**config.mk**
```make
export PLATFORM = sky130hd
export DESIGN_NAME = float_accumulator_flat
export DESIGN_NICKNAME = d
export VERILOG_FILES = /design/src/rtl/fp32_pkg.sv /design/src/rtl/float_accumulator_if.sv /design/src/rtl/fp_lzc24.sv /design/src/rtl/float_accumulator.sv /design/src/flat_wrapper.sv
export SDC_FILE = /design/constraint.sdc
export NUM_CORES = 1
export LEC_CHECK = 0
export CAP_MARGIN = 15
export CORE_MARGIN = 4
export CORE_UTILIZATION = 30
export DETAILED_ROUTE_END_ITERATION = 10
export GPL_TIMING_DRIVEN = 0
export PLACE_DENSITY_LB_ADDON = 0.12
export SYNTH_ARGS = -nofsm -noshare
export SYNTH_HDL_FRONTEND = slang
export SYNTH_HIERARCHICAL = 1
export SYNTH_SLANG_ARGS = --single-unit
```
**constraint.sdc**
```tcl
create_clock -name clk -period 11.1 [get_ports clk]
set_clock_uncertainty 0.1 [all_clocks]
set_input_delay 2.22 -clock clk [delete_from_list [all_inputs] [get_ports clk]]
set_output_delay 2.22 -clock clk [all_outputs]
set_load 0.02 [all_outputs]
```
**src/rtl/fp32_pkg.sv**
```systemverilog
// ============================================================================
// Module  : fp32_pkg
// Brief   : binary32 field constants and accumulator FSM state encoding.
// Rev     : 1.0  initial release
// ============================================================================
`default_nettype none

package fp32_pkg;

    localparam int          FP_BIAS     = 127;
    localparam int          FP_EXP_MAX  = 255;
    localparam logic [31:0] FP_QNAN     = 32'h7FC0_0000;

    localparam int          FP_SIGN_BIT = 31;
    localparam int          FP_EXP_MSB  = 30;
    localparam int          FP_EXP_LSB  = 23;
    localparam int          FP_FRAC_MSB = 22;

    typedef enum logic [1:0] {
        ST_IDLE  = 2'd0,
        ST_ALIGN = 2'd1,
        ST_ADD   = 2'd2,
        ST_NORM  = 2'd3
    } acc_state_t;

endpackage

`default_nettype wire

```
**src/rtl/float_accumulator_if.sv**
```systemverilog
// ============================================================================
// Module  : float_accumulator_if
// Brief   : Term input handshake and batch result bus of the accumulator.
// Rev     : 1.0  initial release
// ============================================================================
`default_nettype none

interface float_accumulator_if #(
    parameter int CNT_W = 16
);
    logic             in_valid;
    logic [31:0]      in_data;
    logic             in_last;
    logic             in_ready;
    logic [31:0]      acc_out;
    logic             out_valid;
    logic [CNT_W-1:0] term_count;

    modport master (
        output in_valid, in_data, in_last,
        input  in_ready, acc_out, out_valid, term_count
    );

    modport slave (
        input  in_valid, in_data, in_last,
        output in_ready, acc_out, out_valid, term_count
    );
endinterface

`default_nettype wire

```
**src/rtl/fp_lzc24.sv**
```systemverilog
// ============================================================================
// Module  : fp_lzc24
// Brief   : Combinational 24-bit leading-zero counter (24 for an all-zero input).
// Rev     : 1.0  initial release
// ============================================================================
`default_nettype none

module fp_lzc24 (
    input  wire logic [23:0] i_data,
    output logic      [4:0]  o_count
);
    // Ascending scan: the highest set bit is visited last and wins.
    always_comb begin
        o_count = 5'd24;
        for (int i = 0; i < 24; i++) begin
            if (i_data[i]) o_count = 5'(23 - i);
        end
    end
endmodule

`default_nettype wire

```
**src/rtl/float_accumulator.sv**
```systemverilog
// ============================================================================
// Module  : float_accumulator
// Brief   : Four-state binary32 accumulator (truncating, flush-to-zero).
// Rev     : 1.0  initial release
// ============================================================================
`default_nettype none

module float_accumulator
    import fp32_pkg::*;
#(
    parameter int CNT_W = 16
) (
    input  wire logic             clk,
    input  wire logic             rst,
    input  wire logic             clear,
    output logic                  busy,
    float_accumulator_if.slave    bus
);
    acc_state_t       r_state;
    logic [31:0]      r_acc, r_a_raw, r_b_raw, r_special_val, r_acc_out;
    logic             r_last, r_sa, r_sb, r_special, r_out_valid, r_in_ready, r_busy;
    logic [CNT_W-1:0] r_cnt, r_term_count;
    logic [7:0]       r_exp;
    logic [23:0]      r_ma, r_mb;
    logic [24:0]      r_sum;

    // ALIGN: unpack, order by magnitude, align the smaller significand
    logic [7:0]  w_ea, w_eb, w_e_big, w_e_small, w_diff;
    logic [23:0] w_ma, w_mb, w_m_big, w_m_small;
    logic [30:0] w_mag_a, w_mag_b;
    logic        w_swap, w_a_nan, w_b_nan, w_a_inf, w_b_inf;
    logic [4:0]  w_shamt;

    assign w_ea    = r_a_raw[FP_EXP_MSB:FP_EXP_LSB];
    assign w_eb    = r_b_raw[FP_EXP_MSB:FP_EXP_LSB];
    assign w_ma    = (w_ea == 8'd0) ? 24'd0 : {1'b1, r_a_raw[FP_FRAC_MSB:0]};
    assign w_mb    = (w_eb == 8'd0) ? 24'd0 : {1'b1, r_b_raw[FP_FRAC_MSB:0]};
    assign w_mag_a = (w_ea == 8'd0) ? 31'd0 : r_a_raw[FP_EXP_MSB:0];
    assign w_mag_b = (w_eb == 8'd0) ? 31'd0 : r_b_raw[FP_EXP_MSB:0];
    assign w_swap  = w_mag_b > w_mag_a;

    assign w_a_nan = (w_ea == 8'(FP_EXP_MAX)) && (r_a_raw[FP_FRAC_MSB:0] != 23'd0);
    assign w_b_nan = (w_eb == 8'(FP_EXP_MAX)) && (r_b_raw[FP_FRAC_MSB:0] != 23'd0);
    assign w_a_inf = (w_ea == 8'(FP_EXP_MAX)) && (r_a_raw[FP_FRAC_MSB:0] == 23'd0);
    assign w_b_inf = (w_eb == 8'(FP_EXP_MAX)) && (r_b_raw[FP_FRAC_MSB:0] == 23'd0);

    assign w_e_big   = w_swap ? w_eb : w_ea;
    assign w_e_small = w_swap ? w_ea : w_eb;
    assign w_m_big   = w_swap ? w_mb : w_ma;
    assign w_m_small = w_swap ? w_ma : w_mb;
    assign w_diff    = w_e_big - w_e_small;
    assign w_shamt   = (w_diff > 8'd26) ? 5'd26 : w_diff[4:0];

    // NORM: renormalise, then apply the zero / overflow / special overrides
    logic [4:0]        w_lzc;
    logic signed [9:0] w_res_exp;
    logic [22:0]       w_res_frac;
    logic [31:0]       w_result;

    fp_lzc24 u_lzc (
        .i_data  (r_sum[23:0]),
        .o_count (w_lzc)
    );

    always_comb begin
        w_res_exp  = $signed({2'b00, r_exp}) - $signed({5'd0, w_lzc});
        w_res_frac = 23'(r_sum[23:0] << w_lzc);
        if (r_sum[24]) begin
            w_res_exp  = $signed({2'b00, r_exp}) + 10'sd1;
            w_res_frac = r_sum[23:1];
        end
        if (r_special)
            w_result = r_special_val;
        else if (r_sum == 25'd0)
            w_result = {r_sa & r_sb, 31'd0};
        else if (w_res_exp <= 10'sd0)
            w_result = {r_sa, 31'd0};
        else if (w_res_exp >= 10'sd255)
            w_result = {r_sa, 8'hFF, 23'd0};
        else
            w_result = {r_sa, w_res_exp[7:0], w_res_frac};
    end

    always_ff @(posedge clk) begin
        if (rst) begin
            r_state       <= ST_IDLE;
            r_acc         <= 32'd0;
            r_cnt         <= '0;
            r_a_raw       <= 32'd0;
            r_b_raw       <= 32'd0;
            r_last        <= 1'b0;
            r_sa          <= 1'b0;
            r_sb          <= 1'b0;
            r_exp         <= 8'd0;
            r_ma          <= 24'd0;
            r_mb          <= 24'd0;
            r_sum         <= 25'd0;
            r_special     <= 1'b0;
            r_special_val <= 32'd0;
            r_acc_out     <= 32'd0;
            r_term_count  <= '0;
            r_out_valid   <= 1'b0;
            r_in_ready    <= 1'b1;
            r_busy        <= 1'b0;
        end else if (clear) begin
            r_state     <= ST_IDLE;
            r_acc       <= 32'd0;
            r_cnt       <= '0;
            r_out_valid <= 1'b0;
            r_in_ready  <= 1'b1;
            r_busy      <= 1'b0;
        end else begin
            r_out_valid <= 1'b0;
            case (r_state)
                ST_IDLE: begin
                    if (bus.in_valid) begin
                        r_a_raw    <= bus.in_data;
                        r_b_raw    <= r_acc;
                        r_last     <= bus.in_last;
                        r_cnt      <= (&r_cnt) ? r_cnt : r_cnt + 1'b1;
                        r_in_ready <= 1'b0;
                        r_busy     <= 1'b1;
                        r_state    <= ST_ALIGN;
                    end
                end
                ST_ALIGN: begin
                    r_sa      <= w_swap ? r_b_raw[FP_SIGN_BIT] : r_a_raw[FP_SIGN_BIT];
                    r_sb      <= w_swap ? r_a_raw[FP_SIGN_BIT] : r_b_raw[FP_SIGN_BIT];
                    r_exp     <= w_e_big;
                    r_ma      <= w_m_big;
                    r_mb      <= w_m_small >> w_shamt;
                    r_special <= w_a_nan | w_b_nan | w_a_inf | w_b_inf;
                    if (w_a_nan || w_b_nan ||
                        (w_a_inf && w_b_inf && (r_a_raw[FP_SIGN_BIT] != r_b_raw[FP_SIGN_BIT])))
                        r_special_val <= FP_QNAN;
                    else if (w_a_inf)
                        r_special_val <= r_a_raw;
                    else
                        r_special_val <= r_b_raw;
                    r_state <= ST_ADD;
                end
                ST_ADD: begin
                    r_sum   <= (r_sa == r_sb) ? ({1'b0, r_ma} + {1'b0, r_mb})
                                              : ({1'b0, r_ma} - {1'b0, r_mb});
                    r_state <= ST_NORM;
                end
                ST_NORM: begin
                    r_acc <= w_result;
                    if (r_last) begin
                        r_acc_out    <= w_result;
                        r_term_count <= r_cnt;
                        r_out_valid  <= 1'b1;
                        r_acc        <= 32'd0;
                        r_cnt        <= '0;
                    end
                    r_in_ready <= 1'b1;
                    r_busy     <= 1'b0;
                    r_state    <= ST_IDLE;
                end
                default: r_state <= ST_IDLE;
            endcase
        end
    end

    assign bus.in_ready   = r_in_ready;
    assign bus.acc_out    = r_acc_out;
    assign bus.out_valid  = r_out_valid;
    assign bus.term_count = r_term_count;
    assign busy           = r_busy;

endmodule

`default_nettype wire

```
**src/flat_wrapper.sv**
```systemverilog
// flat-port wrapper written by rule: the top's interface ports become plain ports
module float_accumulator_flat import fp32_pkg::*;
#(
    parameter int CNT_W = 16
)
  (clk, rst, clear, busy, bus_in_valid, bus_in_data, bus_in_last, bus_in_ready, bus_acc_out, bus_out_valid, bus_term_count);
  float_accumulator_if #(.CNT_W(CNT_W)) bus_i ();
  input  wire logic clk;
  input  wire logic rst;
  input  wire logic clear;
  output logic busy;
  input wire logic [$bits(bus_i.in_valid)-1:0] bus_in_valid;
  input wire logic [$bits(bus_i.in_data)-1:0] bus_in_data;
  input wire logic [$bits(bus_i.in_last)-1:0] bus_in_last;
  output wire logic [$bits(bus_i.in_ready)-1:0] bus_in_ready;
  output wire logic [$bits(bus_i.acc_out)-1:0] bus_acc_out;
  output wire logic [$bits(bus_i.out_valid)-1:0] bus_out_valid;
  output wire logic [$bits(bus_i.term_count)-1:0] bus_term_count;
  assign bus_i.in_valid = bus_in_valid;
  assign bus_i.in_data = bus_in_data;
  assign bus_i.in_last = bus_in_last;
  assign bus_in_ready = bus_i.in_ready;
  assign bus_acc_out = bus_i.acc_out;
  assign bus_out_valid = bus_i.out_valid;
  assign bus_term_count = bus_i.term_count;
  float_accumulator #(.CNT_W(CNT_W)) u_core (.clk(clk), .rst(rst), .clear(clear), .busy(busy), .bus(bus_i));
endmodule
```
==> metrics.cfg <==
[global_routing]
antenna_found_initial = 0
grtUsageTotal = 0.216
grt_pass1_vias = 16400
grt_pass1_wl_um = 102000
grt_overflow_total = 0
grt_start_max_net_pins = 13

[placed_design]
hpwl_um = 53000
io_buffer_count = 87
place_inst = 3141
post-place-ws_ns = 1.72
gp_congestion = 0.908

[clock_tree]
cts_root_buf = clkbuf_16
cts_hold_buf = 0
cts_tree = done
cts_max_path_buffers = 3
numCtsBuffers = 35
htreeDepth = 2
clk_pin_slew_ns = 0.06
cts_sinks = 282
cts_resized = 0
clk_latency_ns = 0.56
post_cts_buffers = 0

[worst_setup_path]
cp.required_ns = 11.46
cpLargestDelayFamily = buffers and inverters
critPathCaptureType = flop
critical_path_buf_inv_count = 11
critPathArrivalTime_ns = 9.96
r2r_slack_ns = 1.49
critical_path.max_fanout = 10
cp-start-kind = flop
cpMostUsedCell = clkbuf_1
critical_path_class = flop to flop
max_stage_delay_ns = 0.47
cp_slowest_cell = clkbuf_1

[pwr]
power_density_mw_per_mm2 = 138
irDropWorstVdd_mv = 0.0783
power_uw = 2770
p_leak_uw = 0.00713

[sta]
slew_viol_final = 0
setup_tns_ns = 0
tightest_slew_ns = 1.04
layout_worst_path_cycle_share = 0.866
finalSetupViolCount = 0
finalHoldViolations = 0
setup_slack_ns = 1.49
rsz0062_at_grt = no
fmax_mhz = 104
period_needed_ns = 9.61
slew_headroom = 0.305

[floorplan]
coreArea_mm2 = 0.0563
start_util = 0.303
fp.dieW_um = 246
die_area_mm2 = 0.0607
ios = 88
num_rows = 87
die_h_um = 246

[synth]
syn_area_per_cell_um2 = 7.42
ys.flop_type = dfxtp_1
syn-num-nets = 2405
synth_area_mm2 = 0.0170
synth_cells = 2297
synth_seq_cells = 282
yosys_warnings = 6
synth_top_cell_by_area = dfxtp_1
netlist_top_cells_count = 401 x nand2_1, 313 x nor2_1, 282 x dfxtp_1
synth_edf_count = 0
async_flop_share = 0
post_synth_num_cell_types = 85
synth.most_common_cell = nand2_1
synth_top_area_share = 0.331
ys_seq_area_frac = 0.331
ys_top_cells_by_area = dfxtp_1 33%, nand2_1 8.8%, a21oi_1 6.9%, nor2_1 6.9%, ha_1 5.1%

[worst_hold_path]
min_path_type = flop to flop

[layout]
finalNonFillerCells = 3205
antennaDiodeCount = 0
area_growth_pct = 18.2
layout.nets = 2530
drive_above_1_share = 0.0486
fillers = 5998

[drt]
via_per_inst = 5.32
drcViolationCount = 0
vias = 17100
postRouteWirelength_um = 67000
wl_per_cell_um = 20.9
drtIter0Drc = 1215
ant_nets = 0
drt_first_pass_iters = 5

[run_status]
status = finished, final reports clean

[flow_run]
max_cap_viol_count = 0

registers in the layout, indices dropped and copies added (netlist names), 2 cells and up:
register / count
u_core/bus.acc_out: 32
u_core/bus.term_count: 16
u_core/r_a_raw: 32
u_core/r_acc: 32
u_core/r_b_raw: 32
u_core/r_cnt: 16
u_core/r_exp: 8
u_core/r_ma: 24
u_core/r_mb: 24
u_core/r_special_val: 32
u_core/r_state: 2
u_core/r_sum: 25
path summary, 6_finish.rpt:
kind	end	cells after the start	startpoint
worst max-delay path	u_core/r_mb[1]	33	u_core/r_a_raw[26]
worst min-delay path	u_core/bus.acc_out[0]	2	u_core/bus.acc_out[0]
worst max register to register	u_core/r_mb[1]	33	u_core/r_a_raw[26]
worst min register to register	u_core/bus.acc_out[0]	2	u_core/bus.acc_out[0]
cells in the final DEF (no fill, tap or decap), types with 10 or more instances in the layout:
cell	n
mux2i_1	44
clkbuf_16	35
nor2_1	313
clkbuf_8	10
clkdlybuf4s50_1	87
a211oi_1	53
buf_1	12
nand4_1	15
xnor2_1	47
a22oi_1	65
mux2_2	15
nor4_1	29
or3_1	11
nand3_1	55
a21oi_1	236
nand2_1	401
a21o_1	13
a311oi_1	15
o21ai_1	19
nand2b_1	17
dfxtp_1	282
xor2_1	20
nor3_1	59
clkbuf_1	139
nor2b_1	21
inv_1	42
ha_1	69
and3_1	12
and2_1	24
o21ai_0	82
a22o_1	20
power breakdown:
group | switching [µW] | internal (µW)
sequential | 21.6 | 1030
clock | 484 | 772
combinational | 317 | 149
routing by layer:
metal	up-vias	part of all wire	GRT usage
met1	8155	0.47	0.296
met3	84	0.049	0.0282
li1	8382	-	-
met2	438	0.46	0.359
met5	-	0	0
met4	0	0.024	0.0596
area by class of cell:
type | count | area, µm² | area share
buffer | 157 | 627 | 0.0311
clock buffer | 50 | 1030 | 0.0513
clock inverter | 14 | 241 | 0.0120
inverter | 45 | 169 | 0.00839
multi-input combinational | 1813 | 10600 | 0.526
sequential | 282 | 5650 | 0.280
tap | 756 | 946 | 0.0470
timing repair buffer | 88 | 876 | 0.0435
worst min-delay path, stage by stage, from the launching register on:
cell,delay [ns]
dfxtp_1,0.30
nand2_1,0.05
a21oi_1,0.05
metrics by stage:
stage | util | hold WS (ns) | area (µm²)
2_1_floorplan | - | 0.332 | 17000
3_3_place_gp | 0.335 | 0.344 | 18800
3_5_place_dp | 0.335 | 0.347 | 18900
4_1_cts | 0.358 | 0.357 | 20100
5_1_grt | 0.358 | 0.372 | 20100
6_report | 0.358 | 0.352 | 20100
kinds of logic after synthesis:
group	share of synthesized area
muxes	0.0491
DFF	0.331
AOI/OAI and AO/OA	0.232
adders and majority gates	0.0536
and+or+nand+nor	0.252
xor gates and xnor gates	0.0354
buffers and inverters	0.0467
(Power assumes the default switching activity.)
